## config.mk

```make
export PLATFORM = sky130hd
export DESIGN_NAME = icache_nway_flat
export DESIGN_NICKNAME = d
export VERILOG_FILES = /design/src/rtl/cpu_types_pkg.sv /design/src/rtl/icache_nway_if.sv /design/src/rtl/icache_way.sv /design/src/rtl/icache_nway.sv /design/src/flat_wrapper.sv
export SDC_FILE = /design/constraint.sdc
export NUM_CORES = 2
export LEC_CHECK = 0
export BUFFER_PORTS_ARGS = -buffer_cell sky130_fd_sc_hd__buf_2
export CAP_MARGIN = 30
export CORE_MARGIN = 5
export CORE_UTILIZATION = 40
export DETAILED_ROUTE_END_ITERATION = 16
export GPL_ROUTABILITY_DRIVEN = 1
export SYNTH_ARGS = -nofsm -noshare
export SYNTH_HDL_FRONTEND = slang
export SYNTH_SLANG_ARGS = --single-unit
```

## constraint.sdc

```tcl
create_clock -name CLK -period 10.7 [get_ports CLK]
set_clock_uncertainty 0.05 [all_clocks]
set_input_delay 2.14 -clock CLK [delete_from_list [all_inputs] [get_ports CLK]]
set_output_delay 2.14 -clock CLK [all_outputs]
set_load 0.02 [all_outputs]
```

## src/rtl/cpu_types_pkg.sv

```systemverilog
// cpu_types_pkg: shared word, FSM state and address-split types for the instruction cache
package cpu_types_pkg;
    typedef logic [31:0] word_t;
    typedef enum logic {IDLE = 1'b0, FILL = 1'b1} icache_state_t;
    localparam int ICACHE_IDX_W = 3;
    localparam int ICACHE_BLK_W = 1;
    typedef struct packed {
        logic [29-ICACHE_IDX_W-ICACHE_BLK_W:0] tag;
        logic [ICACHE_IDX_W-1:0]               idx;
        logic [ICACHE_BLK_W-1:0]               blkoff;
        logic [1:0]                            bytoff;
    } icachef_t;
endpackage

```

## src/rtl/icache_nway_if.sv

```systemverilog
// icache_nway_if: datapath-side and memory-side instruction cache interfaces
//   datapath_cache_if: imemREN/imemaddr request, ihit/imemload response
//   caches_if:         iREN/iaddr request, iwait/iload response
interface datapath_cache_if;
    import cpu_types_pkg::*;
    logic  imemREN;
    word_t imemaddr;
    logic  ihit;
    word_t imemload;
    modport icache (input imemREN, imemaddr, output ihit, imemload);
    modport dp (output imemREN, imemaddr, input ihit, imemload);
endinterface

interface caches_if;
    import cpu_types_pkg::*;
    logic  iREN;
    word_t iaddr;
    logic  iwait;
    word_t iload;
    modport icache (input iwait, iload, output iREN, iaddr);
    modport mem (input iREN, iaddr, output iwait, iload);
endinterface

```

## src/rtl/icache_way.sv

```systemverilog
// icache_way: one way of valid/tag/data frames with a combinational tag-match read port
//   rd_idx/rd_tag/rd_off in -> rd_valid/rd_match/rd_data out
//   wr_en writes wr_data into frame wr_idx word wr_off; fill_done validates the frame with fill_tag
module icache_way
    import cpu_types_pkg::*;
#(
    parameter int NSETS    = 8,
    parameter int BLKWORDS = 2,
    parameter int IDX_W    = 3,
    parameter int BO_W     = 1,
    parameter int TAG_W    = 26
) (
    input  logic             CLK,
    input  logic             nRST,
    input  logic [IDX_W-1:0] rd_idx,
    input  logic [TAG_W-1:0] rd_tag,
    input  logic [BO_W-1:0]  rd_off,
    output logic             rd_valid,
    output logic             rd_match,
    output word_t            rd_data,
    input  logic             wr_en,
    input  logic [IDX_W-1:0] wr_idx,
    input  logic [BO_W-1:0]  wr_off,
    input  word_t            wr_data,
    input  logic             fill_done,
    input  logic [TAG_W-1:0] fill_tag
);
    logic [NSETS-1:0] valid_q, valid_d;
    logic [TAG_W-1:0] tag_q [NSETS];
    word_t            data_q [NSETS][BLKWORDS];

    assign rd_valid = valid_q[rd_idx];
    assign rd_match = rd_valid && tag_q[rd_idx] == rd_tag;
    assign rd_data  = data_q[rd_idx][rd_off];

    always_comb begin
        valid_d = valid_q;
        if (fill_done) valid_d[wr_idx] = 1'b1;
    end

    always_ff @(posedge CLK or negedge nRST) begin
        if (!nRST) valid_q <= '0;
        else       valid_q <= valid_d;
    end

    // data and tags are only meaningful behind a valid bit, so they skip reset
    always_ff @(posedge CLK) begin
        if (wr_en) data_q[wr_idx][wr_off] <= wr_data;
        if (fill_done) tag_q[wr_idx] <= fill_tag;
    end
endmodule

```

## src/rtl/icache_nway.sv

```systemverilog
// icache_nway: read-only 1/2-way set-associative instruction cache with LRU and block fill FSM
//   CLK, nRST     clock and asynchronous active-low reset
//   dcif (icache) imemREN/imemaddr in, ihit/imemload out (combinational hit)
//   cif  (icache) iwait/iload in, iREN/iaddr out (registered)
//   ICACHE_STATS_EN adds internal saturating hit_count/miss_count counters
module icache_nway
    import cpu_types_pkg::*;
#(
    parameter int NWAYS    = 2,
    parameter int NSETS    = 8,
    parameter int BLKWORDS = 2
) (
    input  logic             CLK,
    input  logic             nRST,
    datapath_cache_if.icache dcif,
    caches_if.icache         cif
);
    localparam int IDX_W   = $clog2(NSETS);
    localparam int BLK_W   = $clog2(BLKWORDS);
    localparam int BO_W    = BLK_W > 0 ? BLK_W : 1;
    localparam int TAG_W   = 30 - IDX_W - BLK_W;
    localparam int IDX_LSB = BLK_W + 2;
    localparam int TAG_LSB = IDX_W + BLK_W + 2;

    icache_state_t    state_q, state_d;
    logic [TAG_W-1:0] tag_q, tag_d, req_tag;
    logic [IDX_W-1:0] idx_q, idx_d, req_idx;
    logic [BO_W-1:0]  k_q, k_d, req_off;
    logic             vic_q, vic_d, iren_q, iren_d;
    word_t            iaddr_q, iaddr_d;
    logic [NSETS-1:0] lru_q, lru_d;
    logic [1:0]       match, valid;
    word_t            rdata [2];
    logic             hit, hit_way, victim, beat, last;

    assign req_tag = dcif.imemaddr[31:TAG_LSB];
    assign req_idx = dcif.imemaddr[TAG_LSB-1:IDX_LSB];
    assign req_off = BO_W'(dcif.imemaddr >> 2) & BO_W'(BLKWORDS - 1);

    // absent second way looks full and never matches, keeping the 2-entry vectors uniform
    for (genvar w = 0; w < 2; w++) begin : g_way
        if (w < NWAYS) begin : g_on
            icache_way #(
                .NSETS(NSETS), .BLKWORDS(BLKWORDS), .IDX_W(IDX_W), .BO_W(BO_W), .TAG_W(TAG_W)
            ) u_way (
                .CLK(CLK), .nRST(nRST),
                .rd_idx(req_idx), .rd_tag(req_tag), .rd_off(req_off),
                .rd_valid(valid[w]), .rd_match(match[w]), .rd_data(rdata[w]),
                .wr_en(beat && vic_q == 1'(w)), .wr_idx(idx_q), .wr_off(k_q), .wr_data(cif.iload),
                .fill_done(beat && last && vic_q == 1'(w)), .fill_tag(tag_q)
            );
        end else begin : g_off
            assign valid[w] = 1'b1;
            assign match[w] = 1'b0;
            assign rdata[w] = '0;
        end
    end

    assign hit     = dcif.imemREN && state_q == IDLE && |match;
    assign hit_way = match[1];
    assign beat    = state_q == FILL && !cif.iwait;
    assign last    = k_q == BO_W'(BLKWORDS - 1);
    assign victim  = NWAYS == 1 ? 1'b0 : !valid[0] ? 1'b0 : !valid[1] ? 1'b1 : lru_q[req_idx];

    assign dcif.ihit     = hit;
    assign dcif.imemload = hit ? rdata[hit_way] : '0;
    assign cif.iREN      = iren_q;
    assign cif.iaddr     = iaddr_q;

    always_comb begin
        state_d = state_q;
        tag_d   = tag_q;
        idx_d   = idx_q;
        k_d     = k_q;
        vic_d   = vic_q;
        lru_d   = lru_q;
        if (state_q == IDLE && dcif.imemREN && !hit) begin
            state_d = FILL;
            tag_d   = req_tag;
            idx_d   = req_idx;
            k_d     = '0;
            vic_d   = victim;
        end
        if (hit) lru_d[req_idx] = ~hit_way;
        if (beat) begin
            k_d = last ? '0 : k_q + 1'b1;
            if (last) begin
                state_d       = IDLE;
                lru_d[idx_q]  = ~vic_q;
            end
        end
        if (NWAYS == 1) lru_d = '0;
        // the memory request is registered from next-state so it lines up with the FILL cycles
        iren_d  = state_d == FILL;
        iaddr_d = iren_d ? (32'(tag_d) << TAG_LSB) | (32'(idx_d) << IDX_LSB) | (32'(k_d) << 2) : '0;
    end

    always_ff @(posedge CLK or negedge nRST) begin
        if (!nRST) begin
            state_q <= IDLE;
            tag_q   <= '0;
            idx_q   <= '0;
            k_q     <= '0;
            vic_q   <= 1'b0;
            lru_q   <= '0;
            iren_q  <= 1'b0;
            iaddr_q <= '0;
        end else begin
            state_q <= state_d;
            tag_q   <= tag_d;
            idx_q   <= idx_d;
            k_q     <= k_d;
            vic_q   <= vic_d;
            lru_q   <= lru_d;
            iren_q  <= iren_d;
            iaddr_q <= iaddr_d;
        end
    end

`ifdef ICACHE_STATS_EN
    logic [31:0] hit_count_q, hit_count_d, miss_count_q, miss_count_d;

    always_comb begin
        hit_count_d  = hit && ~&hit_count_q ? hit_count_q + 32'd1 : hit_count_q;
        miss_count_d = state_q == IDLE && state_d == FILL && ~&miss_count_q ? miss_count_q + 32'd1 : miss_count_q;
    end

    always_ff @(posedge CLK or negedge nRST) begin
        if (!nRST) begin
            hit_count_q  <= '0;
            miss_count_q <= '0;
        end else begin
            hit_count_q  <= hit_count_d;
            miss_count_q <= miss_count_d;
        end
    end
`else
`endif
endmodule

```

## src/flat_wrapper.sv

```systemverilog
// flat-port wrapper written by rule: the top's interface ports become plain ports
module icache_nway_flat import cpu_types_pkg::*;
#(
    parameter int NWAYS    = 2,
    parameter int NSETS    = 8,
    parameter int BLKWORDS = 2
)
  (CLK, nRST, dcif_imemREN, dcif_imemaddr, dcif_ihit, dcif_imemload, cif_iwait, cif_iload, cif_iREN, cif_iaddr);
  datapath_cache_if dcif_i ();
  caches_if cif_i ();
  input  logic CLK;
  input  logic nRST;
  input wire logic [$bits(dcif_i.imemREN)-1:0] dcif_imemREN;
  input wire logic [$bits(dcif_i.imemaddr)-1:0] dcif_imemaddr;
  output wire logic [$bits(dcif_i.ihit)-1:0] dcif_ihit;
  output wire logic [$bits(dcif_i.imemload)-1:0] dcif_imemload;
  input wire logic [$bits(cif_i.iwait)-1:0] cif_iwait;
  input wire logic [$bits(cif_i.iload)-1:0] cif_iload;
  output wire logic [$bits(cif_i.iREN)-1:0] cif_iREN;
  output wire logic [$bits(cif_i.iaddr)-1:0] cif_iaddr;
  assign dcif_i.imemREN = dcif_imemREN;
  assign dcif_i.imemaddr = dcif_imemaddr;
  assign dcif_ihit = dcif_i.ihit;
  assign dcif_imemload = dcif_i.imemload;
  assign cif_i.iwait = cif_iwait;
  assign cif_i.iload = cif_iload;
  assign cif_iREN = cif_i.iREN;
  assign cif_iaddr = cif_i.iaddr;
  icache_nway #(.NWAYS(NWAYS), .NSETS(NSETS), .BLKWORDS(BLKWORDS)) u_core (.CLK(CLK), .nRST(nRST), .dcif(dcif_i), .cif(cif_i));
endmodule
```

* After elaboration in Yosys (flattened, before gate mapping) *
Memory sizes are Yosys's and may differ from the RTL's.
Cells that the tools add are included.
W data, S select, Z words.

cells by class
  add/sub/neg operators = 1
  $lt $le $gt $ge = 8
  eq/ne operators = 2
  muxes and demuxes = 46
  bitwise gates (word level) = 10
  reduce and logical (&&, ||, !) cells = 17

operator list
  operator               number
  $mux W32               12
  $mux W64               2
  $eq A26 B26 Y1         2
  $demux W32 S1          1
  $or A32 B3 Y32         1
  $or A32 B6 Y32         1
  $mux W26               1
  $mux W8                3
  $mux W1                19
  $bwmux W8              2
  $or A8 B8 Y8           2
  $logic_and A1 B1 Y1    14
  $bmux W1 S3            3
  $lt A3 B4 Y1 const B   2
  $demux W1 S3           2
  $ge A2 B2 Y1 const B   3
  $ge A3 B1 Y1 const B   2
  $not A1 Y2             3
  $mux W3                1
  $not A1 Y1             3
  $logic_not A1 Y1       2
  $lt A2 B1 Y1 const B   1
  $reduce_or A2 Y1       1
  $add A1 B1 Y1 const B  1

storage, ports and cells
  bits in registers = 88
  memory bits (writable) = 1440
  bits of input ports = 68
  output and inout port bits = 66
  word-level logic and storage cells = 97
  memories = 4

memory list
  memory                             words  width  read ports  clocked after Yosys merged registers in  wr ports  line              RTL
  u_core.g_way[0].g_on.u_way.data_q  8      64     1           0                                        1         icache_way.sv:30  word_t data_q [NSETS][BLKWORDS];
  u_core.g_way[1].g_on.u_way.data_q  8      64     1           0                                        1         icache_way.sv:30
  u_core.g_way[0].g_on.u_way.tag_q   8      26     1           0                                        1         icache_way.sv:29  logic [TAG_W-1:0] tag_q [NSETS];
  u_core.g_way[1].g_on.u_way.tag_q   8      26     1           0                                        1         icache_way.sv:29

* Logic depth before layout (Yosys ltp) *
  depth in word-level cells = 11
  depth in mapped cells = 16
  gate-level depth less buffers = 8

* Cells and area by module *
From an unflattened synthesis, not the netlist that was laid out.

second synthesis, totals
  cell total of the unflattened synthesis = 2536
  area, all modules = 58820.2 um^2

modules (own cells, without submodules)
  module       times used  cells each  area an instance (um^2)  seq. area each (um^2)
  icache_way   2           1118        27696.6                  21820.9
  icache_nway  1           300         3427.0                   1751.7

* Least setup slack after synthesis *
OpenSTA, ideal clock, no wires.

  path type = input to output
  start = in dcif_imemaddr[3]
  end = out dcif_imemload[1]
  arrival time = 5.151 ns
  required time = 8.510 ns
  slack = 3.359 ns
  stages = 12
  path buffers = 5
  cells stage by stage = buf_6 buf_12 buf_6 mux2i_1 nor2_1 or4_1 a2111oi_0 and4bb_1 buf_4 buf_6 nor3_1 a2111oi_1

between the ends
  longest elaborated chain between the ends = 8
  elaborated cells on any way between the ends = 25
  classes of those cells = 2 x eq/ne; 14 x mux; 1 x bitwise; 4 x reduce/logical; 4 x memory

ends and longest elaborated chain
  element                                                       line                                 RTL
  from (decl)                                                   flat_wrapper.sv:14                   input wire logic [$bits(dcif_i.imemaddr)-1:0] dcif_imemaddr;
  $mem_v2 Z8 W26, or another cell as far along                  -
  $eq A26 B26 Y1, or another cell as far along                  icache_way.sv:33                     assign rd_match = rd_valid && tag_q[rd_idx] == rd_tag;
  $logic_and A1 B1 Y1 or $mux W32 (tied branches)               icache_way.sv:33, icache_way.sv:34
  $not A1 Y2 (implied by the code) or $mux W32 (tied branches)  icache_nway.sv:66, icache_way.sv:34
  $mux W32 (implied by the code) (3 in a row)                   icache_nway.sv:66                    assign dcif.imemload = hit ? rdata[hit_way] : '0;
  $mux W32 *                                                    icache_nway.sv:66
  to (decl)                                                     flat_wrapper.sv:16                   output wire logic [$bits(dcif_i.imemload)-1:0] dcif_imemload;

Mark *: on every way between the ends. The rest lies on a longest branch, timed or not. The select of a mux whose other input is x is not followed.

* Worst setup path in the final report *
  start = in dcif_imemaddr[3]
  end = out dcif_imemload[16]

The elaborated chain is that of the path after synthesis.

==> out/results.txt <==
Reg-to-reg critical path startpoint -> u_core.g_way[1].g_on.u_way.tag_q[7][25]
Setup TNS -> 0 ps
Cts-stage hold buffer count -> 0
Vias in the first global route -> 33800
Least-Margin Pin Slew -> 1100 ps
CP Capture Type -> output port
Vias -> 34700
Skew-Pair Late Insertion Delay -> 780 ps
Peak VDD IR -> 0.000176 V
Max Transition Viols Final -> 0
Chip width -> 398 um
Clk root buf -> clkbuf_16
Mapped Cells -> 3473
Initial Utilization -> 40.2%
Crit path launch -> dcif_imemaddr[3]
Hold path startpoint -> u_core.g_way[1].g_on.u_way.valid_q[0]
Count leader, synth -> edfxtp_1
P per Cell Area -> 207 nW/um^2
RSZ-0062 raised after global routing -> false
Routed wire length per instance -> 30.3 um
Ys Warns -> 0
Max-Cap Viols -> 0
EDFF count, synth -> 1440
Total die area -> 159000 sq um
Resized cells post-CTS -> 0
Total grt overflow -> 0
First-pass GRT wire length -> 249000 um
Clk buf depth -> 3
Final period util -> 88.6%
Worst Path Max Fanout -> 111
CTS H-tree lvls -> 4
Core area -> 150000 sq um
Initial antenna violation count -> 15
Vias per std cell -> 5.98
Fin crit period -> 9480 ps
Worst setup margin -> 1220 ps
Drt initial violations -> 3850
IO buf count -> 129
#FFs+latches synth -> 1526
Placement row count -> 142
Detailed placement HPWL -> 95100 um
Synth Area per Inst -> 17.4 sq um
Hold Vio Cnt, Final -> 0
Worst setup SP type -> primary input
Final wirelength -> 176000 um
GRT Resource Usage Total -> 21.8%
Largest net degree at the start of global routing -> 112
Mapped Area -> 60300 sq um
# nets final -> 3734
I/O pins -> 134
CP arrival -> 7290 ps
Synth unique cells -> 88
Chip height -> 398 um
Placer congestion estimate -> 0.803
LEAKAGE -> 22.3 nW
DP Worst Slack -> 1290 ps
Commonest cells post-synth -> edfxtp_1, o22ai_1, mux2_2, nor2_1, mux2i_1
Max_slew headroom -> 26.7%
Fraction of the yosys area taken by sequential cells -> 75.3%
CP Data Required Time -> 8510 ps
Status -> completed
Synth top area share -> 71.7%
Ranking of synthesized cells by area -> edfxtp_1, mux2_2, dfrtp_1
Ys async rst share -> 5.64%
Clock tree sinks -> 1526
Routed Antenna Nets -> 0
Maximum clock rate -> 105 MHz
TritonCTS buffer count -> 159
DRC -> 0
Final setup violation count -> 0
Share of layout cells above drive strength 1 -> 23.3%
Ys flop type -> edfxtp_1
Min-delay worst type -> reg2reg
P&R area growth vs syn -> 14.0%
Top cell type by total area after synthesis -> edfxtp_1
CTS tree -> done
Pre-antenna DRT Iters -> 8
Kind of critical path -> in2out
Clk slew on worst S/H paths -> 60 ps
Post-CTS Setup Inserts -> 0
==> area by class of cell <==
cell class	count	area, sq um
inverter	18	68.8
tap	2016	2520
fill	12800	81200
clock inverter	75	674
sequential	1526	45400
clock buffer	212	4290
timing repair buffer	260	1860
multi-input combinational	1701	14000
antenna	3	7.51
==> critical path, stage by stage <==
cell and delay (ps):
buf_8 650, buf_4 700, mux2i_1 160, a22oi_1 410, a21bo_2 230, nand4_1 90
a2111oi_0 710, and4bb_4 730, a311oi_1 110, nor4_2 830, buf_2 320
==> per-stage QoR <==
step           util (%)  instances  total power, mW  hold WS, ps  instance area, sq um
6_report           45.9       5811             14.2          416                 68800
5_1_grt            45.9       5808             14.7          434                 68800
4_1_cts            45.9       5808             14.3          415                 68800
3_5_place_dp       42.5       5521             9.05          401                 63800
3_3_place_gp       42.4       5511             9.00          396                 63600
2_1_floorplan         -       3474             8.31          384                 60300
==> cell usage in the layout (no fill, tap or decap), types with 17 or more instances in the layout <==
master and count:
a21oi_1 90, dfrtp_1 86, clkinv_2 21, nor2_4 17, buf_2 124, clkinv_1 33
clkbuf_1 45, mux2i_1 145, edfxtp_1 1440, nor2b_1 32, nor3_1 34, nand2_1 86
clkbuf_16 162, o22ai_1 221, nor4_1 48, mux2_1 29, nor2_1 145, a22o_1 32
a211oi_1 69, mux4_2 74, o21ai_0 68, buf_4 119, o221ai_1 51, a22oi_1 25
mux2_2 217, a221oi_1 18, or2_2 20
==> layer usage <==
metal  wire length (um)  vias up  track usage [%]
li1                   -    14500                -
met1              71300    18300             29.8
met2              85300     1610             35.9
met3              14300      324             3.88
met4               5240        6             6.51
met5                 41        -                0
==> report_power, final <==
| part | internal [mW] | switching (mW) |
|---|---|---|
| logic | 0.440 | 0.989 |
| registers | 7.16 | 0.342 |
| clock network | 3.04 | 2.26 |
==> registers in the layout (all words and copies together), names as in the netlist <==
register and flops:
u_core.k_q 1, u_core.tag_q 26, u_core.g_way.g_on.u_way.valid_q 16, u_core.g_way.g_on.u_way.data_q 1024, u_core.lru_q 8, u_core.cif.iaddr 30, u_core.cif.iREN 1, u_core.idx_q 3
u_core.vic_q 1, u_core.g_way.g_on.u_way.tag_q 416
==> logic make-up (layout without fill, tap and decap cells) <==
logic type	count (synthesis)	after routing	share of synthesized area [%]
DFF	1526	1526	75.3
AOI/OAI and AO/OA	711	711	8.30
and+or+nand+nor	508	508	4.37
muxes	466	466	9.79
buffers and inverters	247	565	2.09
xor gates and xnor gates	14	14	0.203
other	1	5	0.00622
==> path summary, 6_finish.rpt <==
check	to	slack, ps	cells after the start
worst min-delay path	u_core.g_way[1].g_on.u_way.valid_q[0]	420	1
worst min register to register	u_core.g_way[1].g_on.u_way.valid_q[0]	420	1
worst max register to register	u_core.cif.iaddr[5]	6630	10
worst max-delay path	dcif_imemload[16]	1220	11
max in group asynchronous	u_core.g_way[0].g_on.u_way.valid_q[1]	8140	2
min in group asynchronous	u_core.tag_q[5]	1260	1
Power figures use the tool's default switching activity.
